## config.mk

```make
export PLATFORM = sky130hd
export DESIGN_NAME = sipo_frame_ctrl
export DESIGN_NICKNAME = d
export VERILOG_FILES = /design/src/rtl/sipo_frame_ctrl.sv
export SDC_FILE = /design/constraint.sdc
export NUM_CORES = 1
export LEC_CHECK = 0
export ABC_AREA = 1
export BUFFER_PORTS_ARGS = -buffer_cell sky130_fd_sc_hd__buf_2
export CORE_AREA = 2 2 39 41
export DETAILED_ROUTE_END_ITERATION = 8
export DIE_AREA = 0 0 41 43
export GPL_ROUTABILITY_DRIVEN = 0
export PLACE_DENSITY = 0.8
export SETUP_SLACK_MARGIN = 0.1
export SYNTH_ARGS = -nofsm -noshare
export SYNTH_HDL_FRONTEND = slang
export SYNTH_SLANG_ARGS = --single-unit
```

## constraint.sdc

```tcl
create_clock -name clk -period 2.4 [get_ports clk]
set_input_delay 0.12 -clock clk [delete_from_list [all_inputs] [get_ports clk]]
set_output_delay 0.12 -clock clk [all_outputs]
set_load 0.03 [all_outputs]
```

## src/rtl/sipo_frame_ctrl.sv

```systemverilog
// rtl/sipo_frame_ctrl.sv - serial frame capture FSM with valid/ready word output
//
// Hunts for a start marker (serial_in=1), shifts WIDTH data bits MSB-first,
// checks the stop bit (must be 0) and presents the word on a valid/ready port.
//
// Ports:
//   clk, rst    rising-edge clock, synchronous active-high reset
//   en          bit strobe; frame FSM advances only when en=1
//   serial_in   serial line (idle=0, start=1, data MSB-first, stop=0)
//   data_out    captured word, first data bit in MSB
//   out_valid   data_out holds an unconsumed word
//   out_ready   consumer accepts data_out when out_valid=1
//   busy        FSM not in IDLE
//   frame_err   one-cycle pulse on a bad stop bit (frame discarded)
//   overrun     sticky; a good frame was dropped while out_valid=1
//   clr_ovr     clears overrun (a same-edge set wins)
module sipo_frame_ctrl #(
  parameter int WIDTH = 4
) (
  input  logic             clk,
  input  logic             rst,
  input  logic             en,
  input  logic             serial_in,
  output logic [WIDTH-1:0] data_out,
  output logic             out_valid,
  input  logic             out_ready,
  output logic             busy,
  output logic             frame_err,
  output logic             overrun,
  input  logic             clr_ovr
);

  localparam int CW = $clog2(WIDTH);

  typedef enum logic [1:0] {
    S_IDLE  = 2'd0,
    S_SHIFT = 2'd1,
    S_STOP  = 2'd2
  } state_t;

  state_t           state_q, state_d;
  logic [WIDTH-1:0] shreg_q, shreg_d;
  logic [CW-1:0]    cnt_q, cnt_d;
  logic [WIDTH-1:0] data_q, data_d;
  logic             valid_q, valid_d;
  logic             ferr_q, ferr_d;
  logic             ovr_q, ovr_d;

  always_ff @(posedge clk) begin
    if (rst) begin
      state_q <= S_IDLE;
      shreg_q <= '0;
      cnt_q   <= '0;
      data_q  <= '0;
      valid_q <= 1'b0;
      ferr_q  <= 1'b0;
      ovr_q   <= 1'b0;
    end else begin
      state_q <= state_d;
      shreg_q <= shreg_d;
      cnt_q   <= cnt_d;
      data_q  <= data_d;
      valid_q <= valid_d;
      ferr_q  <= ferr_d;
      ovr_q   <= ovr_d;
    end
  end

  always_comb begin
    state_d = state_q;
    shreg_d = shreg_q;
    cnt_d   = cnt_q;
    data_d  = data_q;
    valid_d = valid_q;
    ferr_d  = 1'b0;
    ovr_d   = ovr_q;

    if (clr_ovr) ovr_d = 1'b0;

    // Handshake runs every cycle regardless of en; a load below overrides it.
    if (valid_q && out_ready) valid_d = 1'b0;

    if (en) begin
      case (state_q)
        S_IDLE: begin
          if (serial_in) begin
            state_d = S_SHIFT;
            cnt_d   = '0;
            shreg_d = '0;
          end
        end
        S_SHIFT: begin
          shreg_d = {shreg_q[WIDTH-2:0], serial_in};
          cnt_d   = cnt_q + CW'(1);
          if (cnt_q == CW'(WIDTH - 1)) begin
            state_d = S_STOP;
            cnt_d   = '0;
          end
        end
        S_STOP: begin
          state_d = S_IDLE;
          shreg_d = '0;
          if (!serial_in) begin
            // Slot is free if empty or being consumed on this very edge.
            if (!valid_q || out_ready) begin
              data_d  = shreg_q;
              valid_d = 1'b1;
            end else begin
              ovr_d = 1'b1;
            end
          end else begin
            ferr_d = 1'b1;
          end
        end
        default: state_d = S_IDLE;
      endcase
    end
  end

  assign data_out  = data_q;
  assign out_valid = valid_q;
  assign frame_err = ferr_q;
  assign overrun   = ovr_q;
  assign busy      = (state_q != S_IDLE);

endmodule

```

==> summary.txt, run 1 <==
pin count of the biggest net entering global routing - 13
hold_sp - clr_ovr
worst min-delay path class - input port to flip-flop
ratio of cells with drive above 1 in the final layout - 21.9%
cell area power density - 571 nW/µm²
Iter 0 DRT Violations - 17
CORE AREA - 1380 µm²
ys async rst share - 0%
Layout Utilization - 57.0%
Starting Density - 49.1%
H-tree levels - 1
P_leak - 0.376 nW
first-pass GRT wire length - 2130 µm
post-detail-place hpwl - 1010 µm
clock share of power - 31.8%
YS warnings - 0
final worst path period share - 51.4%
Cell Area, Synth - 679 µm²
Min Hold Slack - 77.8 ps
hold path depth - 4
Max Clock Freq - 811 MHz
worst rel slew slack - 82.7%
clk buf depth - 2
CTS hold repair buffers - 0
Layout area overhead - 16.0%
crit path kind - flip-flop to output port
clk sink count - 15
startpoint types - flip-flop
GRT Residual Overflow - 0
Syn Area/Cell - 6.93 µm²
Synth Flop Type - dfxtp_1
total chip power - 0.450 mW
synth unique cells - 17
max cap viols - 0
number of remaining DRC errors - 0
# rows - 14
mux share of post-synthesis cell area - 0%
Die W - 41 µm
status - completed
reg2reg end - data_out[3]$_SDFFE_PP0P_
CTS tree - built
adder-cell share of the synthesized area - 1.84%
# nets final - 122
Critical Path End Type - output port
Worst-Margin Slew - 259 ps
clk_skew - 5.74 ps
Switch Pwr - 0.118 mW
switching share of power - 26.2%
via count - 649
sequential fraction of the synthesis area - 44.2%
leading area contributor after synthesis - dfxtp_1
largest family of logic cells by synthesized area - simple AND/OR/NAND/NOR gates
Synth Area in Simple Gates - 37.6%
IO Port Bufs - 13
Compound-Gate Fraction of Synth Area - 7.37%
placed insts - 126
Worst R2R Path Depth - 4
final setup violation count - 0
XOR/XNOR share of the synthesized area - 0%
latest clock arrival within the worst-skew pair - 280 ps
final-report hold violation count - 0
Num CTS Buffers - 3
Root Buffer - clkbuf_4
initial antenna violation count - 0
Synth area leaders - dfxtp_1, nand2_1, a21oi_1
top cell type's share of synthesized area - 44.2%
# fillers - 138
Detailed Routing Iterations Pass 1 - 4
number of enable flip-flop cells after synthesis - 0
Internal Pwr Total - 0.332 mW
Peak supply drop - 0.000287 V
most numerous cell in the Yosys netlist - nand2_1
crit path DAT - 1110 ps
final setup TNS - 0 ps
Post-CTS Setup Bufs - 0
Routed WL - 1290 µm
Die ar. - 1760 µm²
Mapped Nets - 105
routed wire length per instance - 9.95 µm
RSZ-0062 raised after global routing - false
R2R setup slack - 1310 ps
Worst EP required - 2280 ps
reg2reg start - state_q[0]$_SDFFE_PP0P_
Yosys reg bits - 15
number of global-route vias before repair - 559
Clock transition at path regs - 90 ps
fin. max-slew vios - 0
crit path time final - 1230 ps
power share of the sequential group - 57.8%
number of routed nets with antenna violations - 0
Total GRT Usage - 17.7%
Ports - 14
ANT cells - 0
Die Height - 43 µm
CP Max Fanout - 7
vias per cell - 4.99
Synth Instances - 98
Post-synth top cells - nand2_1, dfxtp_1, nor2_1
Resized Gates After CTS - 0
Worst Hold End - overrun$_SDFF_PP0_
Gate power share - 10.3%
non-filler instance count after layout - 130
flip-flops by register name (all words and copies together) (netlist names):
signal / cells
state_q: 2
shreg_q: 4
data_out: 4
overrun: 1
cnt_q: 2
frame_err: 1
out_valid: 1
critical path, stage by stage, from the launching register on:
cell     delay (ps)
dfxtp_1         470
nor2_1          120
inv_1            60
buf_2           180
area by class of cell:
type / instances / area, µm² / share of cell area (%)
multi-input combinational: 67 / 318 / 40.3
tap: 16 / 20.0 / 2.54
clock inverter: 1 / 5.00 / 0.635
timing repair buffer: 13 / 65.1 / 8.25
inverter: 15 / 57.6 / 7.30
sequential: 15 / 300 / 38.1
clock buffer: 3 / 22.5 / 2.86
per-stage QoR:
| step | setup slack, ps | area [µm²] |
|---|---|---|
| 2_1_floorplan | 1310 | 679 |
| 3_3_place_gp | 1340 | 761 |
| 3_5_place_dp | 1300 | 761 |
| 4_1_cts | 1160 | 788 |
| 5_1_grt | 1080 | 788 |
| 6_report | 1170 | 788 |
placed cells by master (no fill, tap or decap), drive strengths merged:
master	count
a21oi	10
nand3	8
clkinv	2
nor2	15
nand3b	1
or2	1
inv	14
clkbuf	3
ha	1
buf	13
dfxtp	15
nor3	1
nand4	5
nand2	25
routing by layer:
layer	track usage, %	vias up	share of wire [%]
li1	-	343	-
met1	22.6	288	47
met2	26.9	14	46
met3	3.14	4	4.7
met4	10.0	0	2.1
met5	0	-	0
worst max-delay path by stage:
stage	from	to
after CTS	state_q[0]$_SDFFE_PP0P_	busy
final	state_q[0]$_SDFFE_PP0P_	busy
after detailed placement	state_q[0]$_SDFFE_PP0P_	data_out[3]$_SDFFE_PP0P_
after floorplan	out_valid$_SDFF_PP0_	data_out[0]$_SDFFE_PP0P_
after global routing	state_q[0]$_SDFFE_PP0P_	busy
after global placement	state_q[0]$_SDFFE_PP0P_	data_out[0]$_SDFFE_PP0P_
logic make-up (layout without fill, tap and decap cells):
family	after synthesis	count (layout)
buffers and inverters	16	32
adder cells (fa/ha/maj)	1	1
flip-flops	15	15
AO/OA/AOI/OAI	10	10
AND/OR/NAND/NOR	56	56
power groups by stage:
stage                     registers [mW]  logic, mW  clock network, mW
after floorplan                    0.265     0.0336                  0
after global placement             0.266     0.0451                  0
after detailed placement           0.266     0.0470                  0
after CTS                          0.261     0.0470              0.147
after global routing               0.262     0.0541              0.152
final                              0.260     0.0466              0.143
Note: power is estimated with default switching activity, not from simulation.
==> inputs of run 2 (changes only) <==
--- a/config.mk
+++ b/config.mk
@@ -7,11 +7,11 @@
 export LEC_CHECK = 0
 export ABC_AREA = 1
 export BUFFER_PORTS_ARGS = -buffer_cell sky130_fd_sc_hd__buf_2
-export CORE_AREA = 2 2 39 41
+export CORE_MARGIN = 1
+export CORE_UTILIZATION = 45
 export DETAILED_ROUTE_END_ITERATION = 8
-export DIE_AREA = 0 0 41 43
 export GPL_ROUTABILITY_DRIVEN = 0
-export PLACE_DENSITY = 0.8
+export PLACE_DENSITY = 0.75
 export SETUP_SLACK_MARGIN = 0.1
 export SYNTH_ARGS = -nofsm -noshare
 export SYNTH_HDL_FRONTEND = slang
==> constraint.sdc (replaced) <==
create_clock -name clk -period 1.1 [get_ports clk]
set_input_delay 0.055 -clock clk [delete_from_list [all_inputs] [get_ports clk]]
set_output_delay 0.055 -clock clk [all_outputs]
set_load 0.03 [all_outputs]
==> summary.txt, run 2 (same netlist as run 1, synthesis figures left out) <==
R2R setup slack - 50 ps
Peak supply drop - 0.000885 V
Starting Density - 50.3%
max cap viols - 0
Die Height - 40.9 µm
P_leak - 0.427 nW
Clock transition at path regs - 100 ps
clk buf depth - 2
Total GRT Usage - 19.5%
Iter 0 DRT Violations - 22
worst rel slew slack - 83.7%
status - completed
Max Clock Freq - 953 MHz
crit path kind - flip-flop to flip-flop
Die W - 40.9 µm
# rows - 13
cell class contributing the biggest share of worst-path delay - simple AND/OR/NAND/NOR gates
CP Max Fanout - 8
commonest non-fill, non-tap cell in the layout - nand2_1
cell area power density - 1130 nW/µm²
crit path DAT - 1240 ps
via count - 709
vias per cell - 5.25
Critical Path End Type - flip-flop
CTS tree - built
final setup TNS - 0 ps
Root Buffer - clkbuf_4
placed insts - 126
worst min-delay path class - input port to flip-flop
final worst path period share - 95.4%
Max stage delay on crit path - 380 ps
GRT Residual Overflow - 0
Cell Chain, Critical Path - nand2_1, clkinv_2, nand2_2, nand3_2, nand2_1, nor2_1
number of global-route vias before repair - 557
clk_skew - 2.54 ps
final-report hold violation count - 0
post-detail-place hpwl - 1010 µm
total chip power - 1.06 mW
dpl cell area - 768 µm²
Num CTS Buffers - 3
Placement Setup Slack - 15.6 ps
number of routed nets with antenna violations - 0
Worst EP required - 1290 ps
latest clock arrival within the worst-skew pair - 290 ps
IO Port Bufs - 13
Routed WL - 1740 µm
ratio of cells with drive above 1 in the final layout - 39.2%
Layout area overhead - 37.8%
ANT cells - 0
worst path buffer plus inverter count - 1
most frequent cells in the layout - nand2_1, nor2_1, buf_2
clk sink count - 15
startpoint types - flip-flop
crit path time final - 1050 ps
number of remaining DRC errors - 0
final setup violation count - 0
H-tree levels - 1
pin count of the biggest net entering global routing - 13
Detailed Routing Iterations Pass 1 - 4
Die ar. - 1670 µm²
final setup margin - 50.3 ps
Worst-Margin Slew - 245 ps
initial antenna violation count - 0
routed wire length per instance - 12.9 µm
Ports - 14
CORE AREA - 1350 µm²
CP max-delay cell - dfxtp_4
# fillers - 114
first-pass GRT wire length - 2110 µm
Worst path most repeated cell - nand2_1
fin area - 936 µm²
# nets final - 128
non-filler instance count after layout - 135
RSZ-0062 raised after global routing - true
fin. max-slew vios - 0
[run 2: layout make-up]
type	instances	area, µm²	area share [%]
inverter	15	57.6	6.15
tap	15	18.8	2.01
timing repair buffer	19	128	13.6
sequential	15	312	33.3
clock inverter	1	5.00	0.535
multi-input combinational	67	393	42.0
clock buffer	3	22.5	2.41
[run 2: per-stage QoR]
stage	utilization (%)	hold slack (ps)
after floorplan	-	132
after global placement	56.9	306
after detailed placement	56.9	315
after CTS	63.1	6.67
after global routing	69.3	41.6
final	69.3	4.14
[run 2: worst min-delay path, cell delays in order]
cell	delay (ps)
buf_2	80
inv_1	30
nand2_1	40
a21oi_1	50
[run 2: report_power, final]
part / internal [mW] / switching (mW)
Combinational: 0.0601 / 0.0900
Clock: 0.135 / 0.201
Sequential: 0.554 / 0.0152
Total: 0.750 / 0.306
[run 2: path summary, 6_finish.rpt]
check / from / to / depth (start not counted)
max: state_q[1]$_SDFFE_PP0P_ / shreg_q[1]$_SDFFE_PP0P_ / 6
min: clr_ovr / overrun$_SDFF_PP0_ / 4
max reg2reg: state_q[1]$_SDFFE_PP0P_ / shreg_q[1]$_SDFFE_PP0P_ / 6
min reg2reg: overrun$_SDFF_PP0_ / overrun$_SDFF_PP0_ / 2
[run 2: what timing repair did]
action,4_1_cts,5_1_grt
gates resized for setup,14,14
hold buffers,0,0
endpoints found under the setup margin,11,12
buffers inserted,2,3
endpoints found under the hold margin,0,0
pin swaps,4,11
[run 2: routing by layer]
metal	global-route usage (%)	up-vias	wire length (µm)
met4	12.5	0	19
li1	-	357	-
met2	34.4	21	869
met3	3.26	4	68
met1	21.3	327	783
met5	0	-	0
